File: config.mk
export PLATFORM = sky130hd
export DESIGN_NAME = ins_loader
export DESIGN_NICKNAME = d
export VERILOG_FILES = /design/src/rtl/ins_loader.sv
export SDC_FILE = /design/constraint.sdc
export NUM_CORES = 1
export LEC_CHECK = 0
export CORE_MARGIN = 2
export CORE_UTILIZATION = 50
export DETAILED_ROUTE_END_ITERATION = 8
export DONT_BUFFER_PORTS = 1
export GPL_ROUTABILITY_DRIVEN = 0
export PLACE_DENSITY = 0.78
export SYNTH_ARGS = -nofsm -noshare
export SYNTH_HDL_FRONTEND = slang
export SYNTH_SLANG_ARGS = --single-unit
File: constraint.sdc
create_clock -name CLK -period 2.15 [get_ports CLK]
set_clock_uncertainty 0.2 [all_clocks]
set_input_delay 0.645 -clock CLK [delete_from_list [all_inputs] [get_ports CLK]]
set_output_delay 0.645 -clock CLK [all_outputs]
set_load 0.01 [all_outputs]
File: src/rtl/ins_loader.sv
// ins_loader
// ----------
// Writes a program image into the instruction memory of the single-cycle
// MIPS core and keeps the core out of run until the whole image has been
// written and its checksum has matched.
//
// Frame on the byte stream:
//   CNT_HI, CNT_LO   16-bit big-endian word count N
//   N x 4 bytes      instruction words, most significant byte first
//   CSUM             XOR of every preceding frame byte (count bytes included)
//
// Handshake: a byte moves when RX_Valid && RX_Ready are both high at a rising
// edge of CLK. RX_Valid may drop for any number of cycles; the loader holds
// its state. RX_Ready is low in IDLE, WRITE, DONE and ERR, so each word costs
// one extra cycle for its write strobe.
//
// Ports
//   CLK        clock, rising edge
//   RST        synchronous reset, active low
//   START      one-cycle pulse; starts a load from IDLE, DONE or ERR
//   RX_Data    stream byte
//   RX_Valid   RX_Data is valid
//   RX_Ready   loader can take a byte this cycle
//   WE         instruction-memory write strobe, one cycle per word
//   W_Addr     word address of the write (holds afterwards)
//   W_Ins      instruction word of the write (holds afterwards)
//   CPU_RUN    core run enable, high only in DONE
//   BUSY       high while a load is in progress
//   DONE       load completed and checksum matched
//   ERR        load aborted (count too large or checksum mismatch)
//   dbg_state  current state encoding, for observation only

module ins_loader #(
    parameter int ADDR_W = 8
) (
    input  logic              CLK,
    input  logic              RST,
    input  logic              START,
    input  logic [7:0]        RX_Data,
    input  logic              RX_Valid,
    output logic              RX_Ready,
    output logic              WE,
    output logic [ADDR_W-1:0] W_Addr,
    output logic [31:0]       W_Ins,
    output logic              CPU_RUN,
    output logic              BUSY,
    output logic              DONE,
    output logic              ERR,
    output logic [2:0]        dbg_state
);

    localparam int          DEPTH   = 1 << ADDR_W;
    localparam logic [16:0] DEPTH_V = 17'(DEPTH);

    typedef enum logic [2:0] {
        S_IDLE   = 3'd0,
        S_CNT_HI = 3'd1,
        S_CNT_LO = 3'd2,
        S_DATA   = 3'd3,
        S_WRITE  = 3'd4,
        S_CSUM   = 3'd5,
        S_DONE   = 3'd6,
        S_ERR    = 3'd7
    } state_t;

    state_t state_q, state_d;

    logic [15:0]       cnt_q;
    // One bit wider than the address so N = DEPTH can be reached without
    // wrapping before the end-of-image compare.
    logic [ADDR_W:0]   word_idx_q;
    logic [1:0]        byte_idx_q;
    logic [7:0]        xor_q;
    logic [23:0]       shift_q;
    logic [ADDR_W-1:0] w_addr_q;
    logic [31:0]       w_ins_q;

    logic              rx_ready;
    logic              we;
    logic              busy;
    logic              accept;
    logic              start_load;
    logic [15:0]       cnt_full;
    logic [ADDR_W:0]   word_idx_next;

    assign accept        = RX_Valid && rx_ready;
    // Full count as it becomes known while the low byte is being accepted.
    assign cnt_full      = {cnt_q[15:8], RX_Data};
    assign word_idx_next = word_idx_q + 1'b1;

    // ------------------------------------------------------------------
    // State register
    // ------------------------------------------------------------------
    always_ff @(posedge CLK) begin
        if (!RST) begin
            state_q <= S_IDLE;
        end else begin
            state_q <= state_d;
        end
    end

    // ------------------------------------------------------------------
    // Next state and state-decoded outputs
    // ------------------------------------------------------------------
    always_comb begin
        state_d    = state_q;
        rx_ready   = 1'b0;
        we         = 1'b0;
        busy       = 1'b1;
        start_load = 1'b0;
        case (state_q)
            S_IDLE, S_DONE, S_ERR: begin
                busy = 1'b0;
                if (START) begin
                    start_load = 1'b1;
                    state_d    = S_CNT_HI;
                end
            end
            S_CNT_HI: begin
                rx_ready = 1'b1;
                if (RX_Valid) begin
                    state_d = S_CNT_LO;
                end
            end
            S_CNT_LO: begin
                rx_ready = 1'b1;
                if (RX_Valid) begin
                    if ({1'b0, cnt_full} > DEPTH_V) begin
                        state_d = S_ERR;
                    end else if (cnt_full == 16'd0) begin
                        state_d = S_CSUM;
                    end else begin
                        state_d = S_DATA;
                    end
                end
            end
            S_DATA: begin
                rx_ready = 1'b1;
                if (RX_Valid && byte_idx_q == 2'd3) begin
                    state_d = S_WRITE;
                end
            end
            S_WRITE: begin
                we = 1'b1;
                if (17'(word_idx_next) == {1'b0, cnt_q}) begin
                    state_d = S_CSUM;
                end else begin
                    state_d = S_DATA;
                end
            end
            S_CSUM: begin
                rx_ready = 1'b1;
                if (RX_Valid) begin
                    state_d = (RX_Data == xor_q) ? S_DONE : S_ERR;
                end
            end
            default: begin
                state_d = S_IDLE;
            end
        endcase
    end

    // ------------------------------------------------------------------
    // Datapath: count, byte assembly, running XOR, write address/data
    // ------------------------------------------------------------------
    always_ff @(posedge CLK) begin
        if (!RST) begin
            cnt_q      <= '0;
            word_idx_q <= '0;
            byte_idx_q <= '0;
            xor_q      <= '0;
            shift_q    <= '0;
            w_addr_q   <= '0;
            w_ins_q    <= '0;
        end else begin
            if (start_load) begin
                word_idx_q <= '0;
                byte_idx_q <= '0;
                xor_q      <= '0;
            end

            // The checksum byte itself is not folded into the running XOR.
            if (accept && state_q != S_CSUM) begin
                xor_q <= xor_q ^ RX_Data;
            end

            case (state_q)
                S_CNT_HI: begin
                    if (accept) begin
                        cnt_q[15:8] <= RX_Data;
                    end
                end
                S_CNT_LO: begin
                    if (accept) begin
                        cnt_q[7:0] <= RX_Data;
                    end
                end
                S_DATA: begin
                    if (accept) begin
                        if (byte_idx_q == 2'd3) begin
                            // Latch address and word together so both hold
                            // steady through and after the write strobe.
                            w_ins_q    <= {shift_q, RX_Data};
                            w_addr_q   <= word_idx_q[ADDR_W-1:0];
                            byte_idx_q <= '0;
                        end else begin
                            shift_q    <= {shift_q[15:0], RX_Data};
                            byte_idx_q <= byte_idx_q + 1'b1;
                        end
                    end
                end
                S_WRITE: begin
                    word_idx_q <= word_idx_next;
                end
                default: begin
                end
            endcase
        end
    end

    assign RX_Ready  = rx_ready;
    assign WE        = we;
    assign W_Addr    = w_addr_q;
    assign W_Ins     = w_ins_q;
    assign BUSY      = busy;
    assign DONE      = (state_q == S_DONE);
    assign CPU_RUN   = (state_q == S_DONE);
    assign ERR       = (state_q == S_ERR);
    assign dbg_state = state_q;

endmodule

==> impl_metrics.csv <==
group,metric,value,unit
floorplanning,die_area,10000,sq um
placement,hpwl,7.53,mm
min_path,hold_class,"in2reg",
global_routing,grt_pass1_wl,17.7,mm
critical_path,slowest_stage,"or4_4",
layout,final_nets,598,
synthesis,synth_top_family_by_area,"simple AND/OR/NAND/NOR gates",
synthesis,synth_compound_area_share,22.3,%
layout,final_cell_area,5140,sq um
critical_path,cpPeakStageDelay,540,ps
timing,period_share,98.0,%
timing,final_max_slew_viol_count,0,
critical_path,crit_required,2210,ps
critical_path,criticalPathCategory,"reg2reg",
clock_network,path_clk_slew,100,ps
synthesis,yosysUniqueCellTypes,45,
synthesis,synth_edf_count,0,
placement,io_buffers,0,
global_routing,antenna_found_initial,1,
clock_network,cts_made_buffers,9,
drt,drt_iter0_drc,240,
pwr,power_density,712,nW/um^2
global_routing,grt_overflow,0,
critical_path,critPathBufInv,1,
drt,via_per_inst,5.58,
synthesis,avgSynthCellArea,7.97,sq um
min_path,min_from,"RST",
floorplanning,placementRows,35,
synthesis,yosys.area_share.adder,0.542,%
layout,drive_gt1_share,11.4,%
synthesis,synth_area_leader_cell,"dfxtp_1",
synthesis,yosys-top-cells-area,"dfxtp_1 (44%), a21boi_0 (16%), nand2_1 (15%), clkbuf_1 (2.2%), o21ai_0 (2.2%)",
synthesis,muxShareOfSynthArea,0,%
synthesis,synthXorXnorAreaFrac,2.09,%
timing,finalSetupViolCount,0,
synthesis,synthCells,579,
pwr,p_int,0.00279,W
critical_path,critical_path_cell_count,6,
synthesis,synth-seq-cells,102,
drt,drc,0,
synthesis,async_flop_share,0,%
pwr,switching_share,23.8,%
floorplanning,die_x,100,um
synthesis,yosysTopAreaCellShare,44.3,%
layout,diodes,0,
synthesis,syn_nets,593,
synthesis,ys_warn_count,0,
pwr,total_power,0.00366,W
timing,slew_headroom,64.2,%
pwr,clockPowerShare,36.7,%
critical_path,cp-start-kind,"flip-flop",
clock_network,cts_tree,"done",
pwr,power_frac_seq,53.3,%
layout,final_core_util,56.5,%
pwr,power_switching,0.000872,W
synthesis,seq_area_frac_synth,44.3,%
synthesis,yosysMostFrequentCell,"nand2_1",
timing,max_freq,0.474,GHz
timing,tightestPinTransition,535,ps
synthesis,synthesis.area,4610,sq um
clock_network,hold_buffers,0,
floorplanning,die_y,100,um
critical_path,reg2reg_from,"cnt_q[11]",
layout,areaGrowthSynthToFinish,11.4,%
critical_path,startpoint,"cnt_q[11]",
global_routing,grt_max_degree,105,
synthesis,yosys.area_share.simple,26.5,%
timing,hold_viol_final,0,
timing,setup_tns,0,ps
clock_network,clockBufferDepth,2,
clock_network,cts.sinks,102,
global_routing,grt.total_usage,22.0,%
synthesis,ys.flop_type,"dfxtp_1",
critical_path,reg2reg_depth,6,
pwr,combPwrFrac,9.9,%
synthesis,synthTopCellsByCount,"nand2_1 (181), dfxtp_1 (102), a21boi_0 (97), clkbuf_1 (27), nor2_1 (22)",
critical_path,arrival,2170,ps
drt,ant_nets,0,
floorplanning,initial_core_util,50.7,%
clock_network,cts-root-buf,"clkbuf_8",
critical_path,critPathTopFamily,"simple AND/OR/NAND/NOR gates",
placement,placed_area,4860,sq um
floorplanning,ios,61,
pwr,leakagePower,1.71,nW
drt,vias,3903,
global_routing,grt_pass1_vias,3669,
status,outcome,"finished clean",
pwr,irDropWorstVdd,0.682,mV
critical_path,crit_top_cell,"a32o_1",
timing,layout_min_cycle_time,2110,ps
clock_network,clk_latency,380,ps
run,drv_cap,0,
critical_path,cp_cell_sequence,"or4_4, nor4_4, buf_4, nand4bb_1, a32o_1, a32o_1",
critical_path,end_kind,"flip-flop",
clock_network,ctsHtreeMaxLevel,3,
drt,dr.pass1.iters,5,
min_path,hold_depth,1,
critical_path,cp_max_fo,2,
timing,rsz0062_at_grt,"yes",
drt,finalWirelength,10.7,mm
floorplanning,core_area,9110,sq um
drt,wl_per_cell,15.3,um
metal layers:
layer  part of all wire [%]  global-route usage (%)  up-vias  wire length (um)
met3                    7.5                    6.75       15               804
li1                       -                       -     1943                 -
met2                     46                    34.9      132              4950
met4                    1.3                    6.22        0               138
met1                     45                    29.1     1813              4780
met5                      0                       0        -                 0
logic make-up (layout without fill, tap and decap cells):
family | Yosys count | count (layout)
AOI/OAI and AO/OA | 142 | 142
xor gates and xnor gates | 11 | 11
adders and majority gates | 2 | 2
buffers and inverters | 49 | 59
DFF | 102 | 102
and+or+nand+nor | 273 | 273
repair_timing:
item | in CTS | in global routing
gates resized for setup | 8 | 7
pin swaps | 1 | 0
endpoints found under the hold margin | 0 | 0
buffers inserted | 1 | 1
endpoints found under the setup margin | 6 | 7
flip-flops by register name, indices dropped and copies added (netlist names):
register	count
W_Ins	32
shift_q	24
cnt_q	16
word_idx_q	9
W_Addr	8
xor_q	8
dbg_state	3
byte_idx_q	2
worst paths after layout:
path         slack, ps             to
max                 40   dbg_state[2]
min                210  word_idx_q[8]
max reg2reg         40   dbg_state[2]
min reg2reg        270      W_Ins[25]
stage by stage:
stage	setup slack [ps]	hold slack (ps)	std cells
after floorplan	-93.9	241	579
after global placement	-60.4	251	682
after detailed placement	-84.8	256	682
after CTS	7.91	191	699
after global routing	-38.3	184	700
final	42.0	206	700
area by class of cell:
| class | instances | area (sq um) |
|---|---|---|
| fill | 816 | 3970 |
| multi-input combinational | 428 | 2410 |
| sequential | 102 | 2050 |
| timing repair buffer | 33 | 280 |
| clock buffer | 11 | 141 |
| tap | 111 | 139 |
| clock inverter | 5 | 81.3 |
| inverter | 10 | 37.5 |
layout by cell type (no fill, tap or decap), types with 4 or more instances in the layout:
master and instances:
nand2b_1 8, or3_1 5, nor2_1 18, a21boi_0 97
o21ai_0 20, inv_1 9, nor2b_1 12, xnor2_1 7
dfxtp_1 99, clkbuf_8 10, buf_4 29, nand3_1 11
a21oi_1 4, xor2_1 4, nand2_1 181, and2_1 4
and3_1 5
power by group through the flow:
| stage | registers (W) | clock network [W] | logic, W |
|---|---|---|---|
| after floorplan | 0.00199 | 0 | 0.000254 |
| after global placement | 0.00199 | 0 | 0.000325 |
| after detailed placement | 0.00199 | 0 | 0.000332 |
| after CTS | 0.00195 | 0.00137 | 0.000349 |
| after global routing | 0.00196 | 0.00146 | 0.000399 |
| final | 0.00195 | 0.00134 | 0.000364 |
(Power assumes the default switching activity.)
